==> config.mk <==
export PLATFORM = sky130hd
export DESIGN_NAME = multicycle_control
export DESIGN_NICKNAME = d
export VERILOG_FILES = /design/src/rtl/riscv_ctrl_pkg.sv /design/src/rtl/multicycle_control.sv
export SDC_FILE = /design/constraint.sdc
export NUM_CORES = 1
export LEC_CHECK = 0
export BUFFER_PORTS_ARGS = -buffer_cell sky130_fd_sc_hd__buf_2
export CAP_MARGIN = 25
export CORE_MARGIN = 3
export CORE_UTILIZATION = 53
export DETAILED_ROUTE_END_ITERATION = 10
export PLACE_DENSITY = 0.8
export SLEW_MARGIN = 20
export SYNTH_ARGS = -nofsm -noshare
export SYNTH_HDL_FRONTEND = slang
export SYNTH_SLANG_ARGS = --single-unit
==> constraint.sdc <==
create_clock -name clock -period 3.3 [get_ports clock]
set_clock_uncertainty 0.2 [all_clocks]
set_input_delay 0 -clock clock [delete_from_list [all_inputs] [get_ports clock]]
set_output_delay 0 -clock clock [all_outputs]
set_load 0.05 [all_outputs]
==> src/rtl/riscv_ctrl_pkg.sv <==
// Shared constants for the multicycle RV32I control path: opcodes, FSM states
// and next-PC source encodings.
package riscv_ctrl_pkg;

    localparam logic [6:0] OPC_LUI      = 7'b0110111;
    localparam logic [6:0] OPC_AUIPC    = 7'b0010111;
    localparam logic [6:0] OPC_JAL      = 7'b1101111;
    localparam logic [6:0] OPC_JALR     = 7'b1100111;
    localparam logic [6:0] OPC_BRANCH   = 7'b1100011;
    localparam logic [6:0] OPC_LOAD     = 7'b0000011;
    localparam logic [6:0] OPC_STORE    = 7'b0100011;
    localparam logic [6:0] OPC_OP_IMM   = 7'b0010011;
    localparam logic [6:0] OPC_OP       = 7'b0110011;
    localparam logic [6:0] OPC_MISC_MEM = 7'b0001111;
    localparam logic [6:0] OPC_SYSTEM   = 7'b1110011;

    localparam logic [1:0] NPC_PLUS4   = 2'b00;
    localparam logic [1:0] NPC_PC_IMM  = 2'b01;
    localparam logic [1:0] NPC_RS1_IMM = 2'b10;

    typedef enum logic [2:0] {
        ST_FETCH,
        ST_DECODE,
        ST_EXECUTE,
        ST_MEM,
        ST_WRITEBACK,
        ST_TRAP
    } state_e;

    // SYSTEM is deliberately absent: the core halts on it.
    function automatic logic is_legal_opcode(input logic [6:0] op);
        case (op)
            OPC_LUI, OPC_AUIPC, OPC_JAL, OPC_JALR, OPC_BRANCH, OPC_LOAD,
            OPC_STORE, OPC_OP_IMM, OPC_OP, OPC_MISC_MEM: return 1'b1;
            default:                                     return 1'b0;
        endcase
    endfunction

endpackage

==> src/rtl/multicycle_control.sv <==
// Main control FSM of the multicycle RV32I core: sequences FETCH..WRITEBACK,
// handshakes with instruction/data memories and counts retired instructions.
module multicycle_control
    import riscv_ctrl_pkg::*;
(
    input  logic        clock,
    input  logic        reset,
    input  logic [6:0]  opcode,
    input  logic        branch_taken,
    input  logic        inst_ready,
    input  logic        data_ready,
    output logic        inst_read_enable,
    output logic        ir_write_enable,
    output logic        data_read_enable,
    output logic        data_write_enable,
    output logic        regfile_write_enable,
    output logic        pc_write_enable,
    output logic [1:0]  next_pc_select,
    output logic        retired,
    output logic [31:0] instret,
    output logic        halted
);

    state_e      state_q, state_d;
    logic [31:0] instret_q, instret_d;

    // NOTE: every signal written here gets a default first, so no path through
    // the case statements can leave one unassigned and infer a latch.
    always_comb begin
        state_d              = state_q;
        inst_read_enable     = 1'b0;
        ir_write_enable      = 1'b0;
        data_read_enable     = 1'b0;
        data_write_enable    = 1'b0;
        regfile_write_enable = 1'b0;
        pc_write_enable      = 1'b0;
        next_pc_select       = NPC_PLUS4;
        retired              = 1'b0;
        halted               = 1'b0;

        // Outputs are gated by reset so a request in flight is dropped at once.
        if (reset) begin
            case (state_q)
                ST_FETCH: begin
                    inst_read_enable = 1'b1;
                    if (inst_ready) begin
                        ir_write_enable = 1'b1;
                        state_d         = ST_DECODE;
                    end
                end
                ST_DECODE: begin
                    state_d = is_legal_opcode(opcode) ? ST_EXECUTE : ST_TRAP;
                end
                ST_EXECUTE: begin
                    case (opcode)
                        OPC_BRANCH: begin
                            pc_write_enable = 1'b1;
                            next_pc_select  = branch_taken ? NPC_PC_IMM : NPC_PLUS4;
                            retired         = 1'b1;
                            state_d         = ST_FETCH;
                        end
                        OPC_MISC_MEM: begin
                            pc_write_enable = 1'b1;
                            retired         = 1'b1;
                            state_d         = ST_FETCH;
                        end
                        OPC_LOAD, OPC_STORE: state_d = ST_MEM;
                        default:             state_d = ST_WRITEBACK;
                    endcase
                end
                ST_MEM: begin
                    if (opcode == OPC_LOAD) begin
                        data_read_enable = 1'b1;
                        if (data_ready) state_d = ST_WRITEBACK;
                    end else if (opcode == OPC_STORE) begin
                        data_write_enable = 1'b1;
                        if (data_ready) begin
                            pc_write_enable = 1'b1;
                            retired         = 1'b1;
                            state_d         = ST_FETCH;
                        end
                    end else begin
                        // Opcode changed under a memory access: treat as illegal.
                        state_d = ST_TRAP;
                    end
                end
                ST_WRITEBACK: begin
                    regfile_write_enable = 1'b1;
                    pc_write_enable      = 1'b1;
                    retired              = 1'b1;
                    state_d              = ST_FETCH;
                    if (opcode == OPC_JAL)       next_pc_select = NPC_PC_IMM;
                    else if (opcode == OPC_JALR) next_pc_select = NPC_RS1_IMM;
                end
                ST_TRAP: halted = 1'b1;
                default: state_d = ST_FETCH;
            endcase
        end

        instret_d = instret_q + {31'b0, retired};
        instret   = reset ? instret_q : '0;
    end

    // NOTE: sequential state uses non-blocking assignments so every flop
    // samples the values from before this edge.
    always_ff @(posedge clock) begin
        if (!reset) begin
            state_q   <= ST_FETCH;
            instret_q <= '0;
        end else begin
            state_q   <= state_d;
            instret_q <= instret_d;
        end
    end

endmodule

==> results.ini <==
[synth]
ys.flop_type = dfxtp_1
syn_avg_cell_area_um2 = 7.94
synth_top_family_by_area = simple AND/OR/NAND/NOR gates
synthArstFlopShare_pct = 0
synth_area_leader_cell = dfxtp_1
synth_edf_count = 0
ys_types = 39
synthXorXnorAreaFrac_pct = 9.99
syn_nets = 279
synth_simple_gate_area_share_pct = 44.5
synth.mux.area_fraction_pct = 0
yosysSeqAreaShare_pct = 33.3
yosys_warnings = 0
netlist_area_um2 = 2100
postSynthCellCount = 265
synth_compound_area_share_pct = 7.02
ys_ff_latch = 35
synth.area.top_cells = dfxtp_1 33%, and2_1 11%, xor2_1 7.9%, nor2_1 5.9%, nand2_1 3.6%
synth_top_area_share_pct = 33.3
synth_fa_ha_area_share_pct = 1.19

[sta]
tightest_slew_ns = 0.581
hold_violations = 0
fmax_ghz = 0.334
rsz0062_at_grt = no
fin_crit_sh_pct = 90.8
setup_viol = 0
slew_headroom_pct = 61.0
period_needed_ns = 3.00
drv_slew = 0
fin_setup_tns_ns = 0

[drt]
firstDrtPassIters = 4
wl_per_cell_um = 12.3
via_count = 1965
wl_um = 4480
first_iter_violations = 127
viasPerCell = 5.38
route.detailed.drc = 0
ant_nets = 0

[cells_and_area]
nFillCells = 329
nets = 330
postLayoutCoreUtil_pct = 68.0
antenna_cells = 0
final_cell_mix = 53 x buf_2, 36 x and2_1, 35 x dfxtp_1, 33 x nor2_1, 20 x nand2_1
postLayoutCellArea_um2 = 2540
drive_gt1_share_pct = 23.7
final_common_cell = buf_2
final_cells = 365
syn_to_final_growth_pct = 20.9

[clock_tree]
cts_buffer_depth = 2
numCtsBuffers = 5
clk_pin_slew_worst_paths_ns = 0.07
cts_max_level = 2
cts_setup_buffers = 0
cts_tree = yes
root_buffer = clkbuf_8
clkSinkCount = 35
clock_latency_ns = 0.29

[grt]
overflow = 0
grt_pass1_vias = 1785
grt_max_degree = 38
antenna_found_initial = 0
grt_pass1_wl_um = 7560
grtUsageTotal_pct = 18.8

[die]
start_util_pct = 56.2
dieArea_um2 = 4760
fp.coreArea_um2 = 3740
die_w_um = 69.0
top_level_ports = 54
fp.dieH_um = 69.0
core.rowCount = 22

[critical_path]
cp_max_fo = 7
rr_endpoint = instret_q[14]
crit_type = flip-flop to flip-flop
crit_required_ns = 3.27
ff2ff_path_depth = 12
start_kind = flip-flop
rrSetupSlack_ns = 0.30
endpoint_kind = flip-flop
crit_arrival_ns = 2.97
reg2reg_from = state_q[1]

[job]
maxCapViolCount = 0

[min_path]
holdPathStages = 4
min_from = inst_ready
hold_class = primary input to flip-flop
min_to = state_q[0]

[pwr]
seqPwrFrac_pct = 47.1
finalPower_w = 0.000908
leakage_nw = 1.14
p_per_area_nw_per_um2 = 357
internal-power_w = 0.000695
power.share.combinational_pct = 9.0
clkPwrFrac_pct = 43.9
swShare_pct = 23.4
max-vdd-ir-drop_mv = 0.461
p_sw_w = 0.000213

[place]
dpl.cell_count = 355
port_buffers = 53
dpl-instance-area_um2 = 2410
gp_congestion = 0.825
hpwlAfterDp_um = 3240

[run_status]
outcome = complete, no violations

==> registers in the layout, summed over array words and instances, names as in the netlist <==
signal,cells
instret_q,32
state_q,3
==> how the worst max path moves through the flow <==
| stage | start | endpoint | slack [ns] |
|---|---|---|---|
| after detailed placement | state_q[1] | instret_q[14] | 0.24 |
| after global placement | state_q[1] | instret_q[14] | 0.35 |
| after CTS | state_q[1] | instret_q[14] | 0.19 |
| after global routing | state_q[1] | instret_q[14] | 0.04 |
| final | state_q[1] | instret_q[14] | 0.30 |
| after floorplan | state_q[1] | instret_q[14] | 0.02 |
==> logic make-up (layout without fill, tap and decap cells) <==
logic type,count (synthesis),in the layout
AOI/OAI and AO/OA,26,26
adders and majority gates,2,2
buffers and inverters,19,71
xor gates and xnor gates,24,24
DFF,35,35
and+or+nand+nor,159,159
==> metal layers <==
metal  vias up  routed length [um]  GRT usage [%]
li1       1006                   -              -
met1       903                1980           22.6
met2        50                2200           32.6
met3         6                 251           5.10
met4         0                  53           5.21
met5         -                   0              0
==> critical path, stage by stage (launching register included) <==
cell and delay (ns):
dfxtp_1 0.39, nor2b_1 0.18, nand2_1 0.07, nor4_1 0.29
nand4_1 0.21, a21oi_4 0.20, ha_1 0.20, ha_1 0.18
and2_2 0.25, nand4_1 0.24, nor3_1 0.28, xnor2_1 0.14
nor2_1 0.05
==> metrics by stage <==
| step | hold WS [ns] | setup WS (ns) |
|---|---|---|
| 2_1_floorplan | -0.0466 | 0.0153 |
| 3_3_place_gp | 0.124 | 0.348 |
| 3_5_place_dp | 0.128 | 0.244 |
| 4_1_cts | 0.00326 | 0.188 |
| 5_1_grt | 0.0302 | 0.0376 |
| 6_report | 0.00650 | 0.304 |
==> cell type report <==
class                      count  area [um^2]  area share, %
clock buffer                   6         82.6           3.24
clock inverter                 2         35.0           1.38
inverter                       3         11.3          0.442
multi-input combinational    211         1330           52.4
sequential                    35          701           27.5
tap                           48         60.1           2.36
timing repair buffer          60          323           12.7
==> timing repair <==
item / CTS / global route
endpoints found under the setup margin: 0 / 2
hold buffers: 2 / 0
endpoints found under the hold margin: 3 / 0
resized for setup: 0 / 1
==> cells in the mapped netlist (all sizes together) (3+ instances only) <==
master / n
a21oi: 10
and2: 38
and3: 7
buf: 9
clkbuf: 7
dfxtp: 35
inv: 3
nand2: 20
nand2b: 3
nand3: 13
nand4: 10
nor2: 33
nor3: 10
nor4: 5
o21ai: 9
or3: 8
xnor2: 5
xor2: 19
==> power groups by stage <==
| stage | logic (W) | clock network, W | registers (W) |
|---|---|---|---|
| after floorplan | 0.0000569 | 0 | 0.000437 |
| after global placement | 0.0000795 | 0 | 0.000438 |
| after detailed placement | 0.0000802 | 0 | 0.000438 |
| after CTS | 0.0000824 | 0.000404 | 0.000428 |
| after global routing | 0.0000898 | 0.000423 | 0.000428 |
| final | 0.0000818 | 0.000398 | 0.000428 |
No activity file was read; power rests on OpenSTA's default activity.
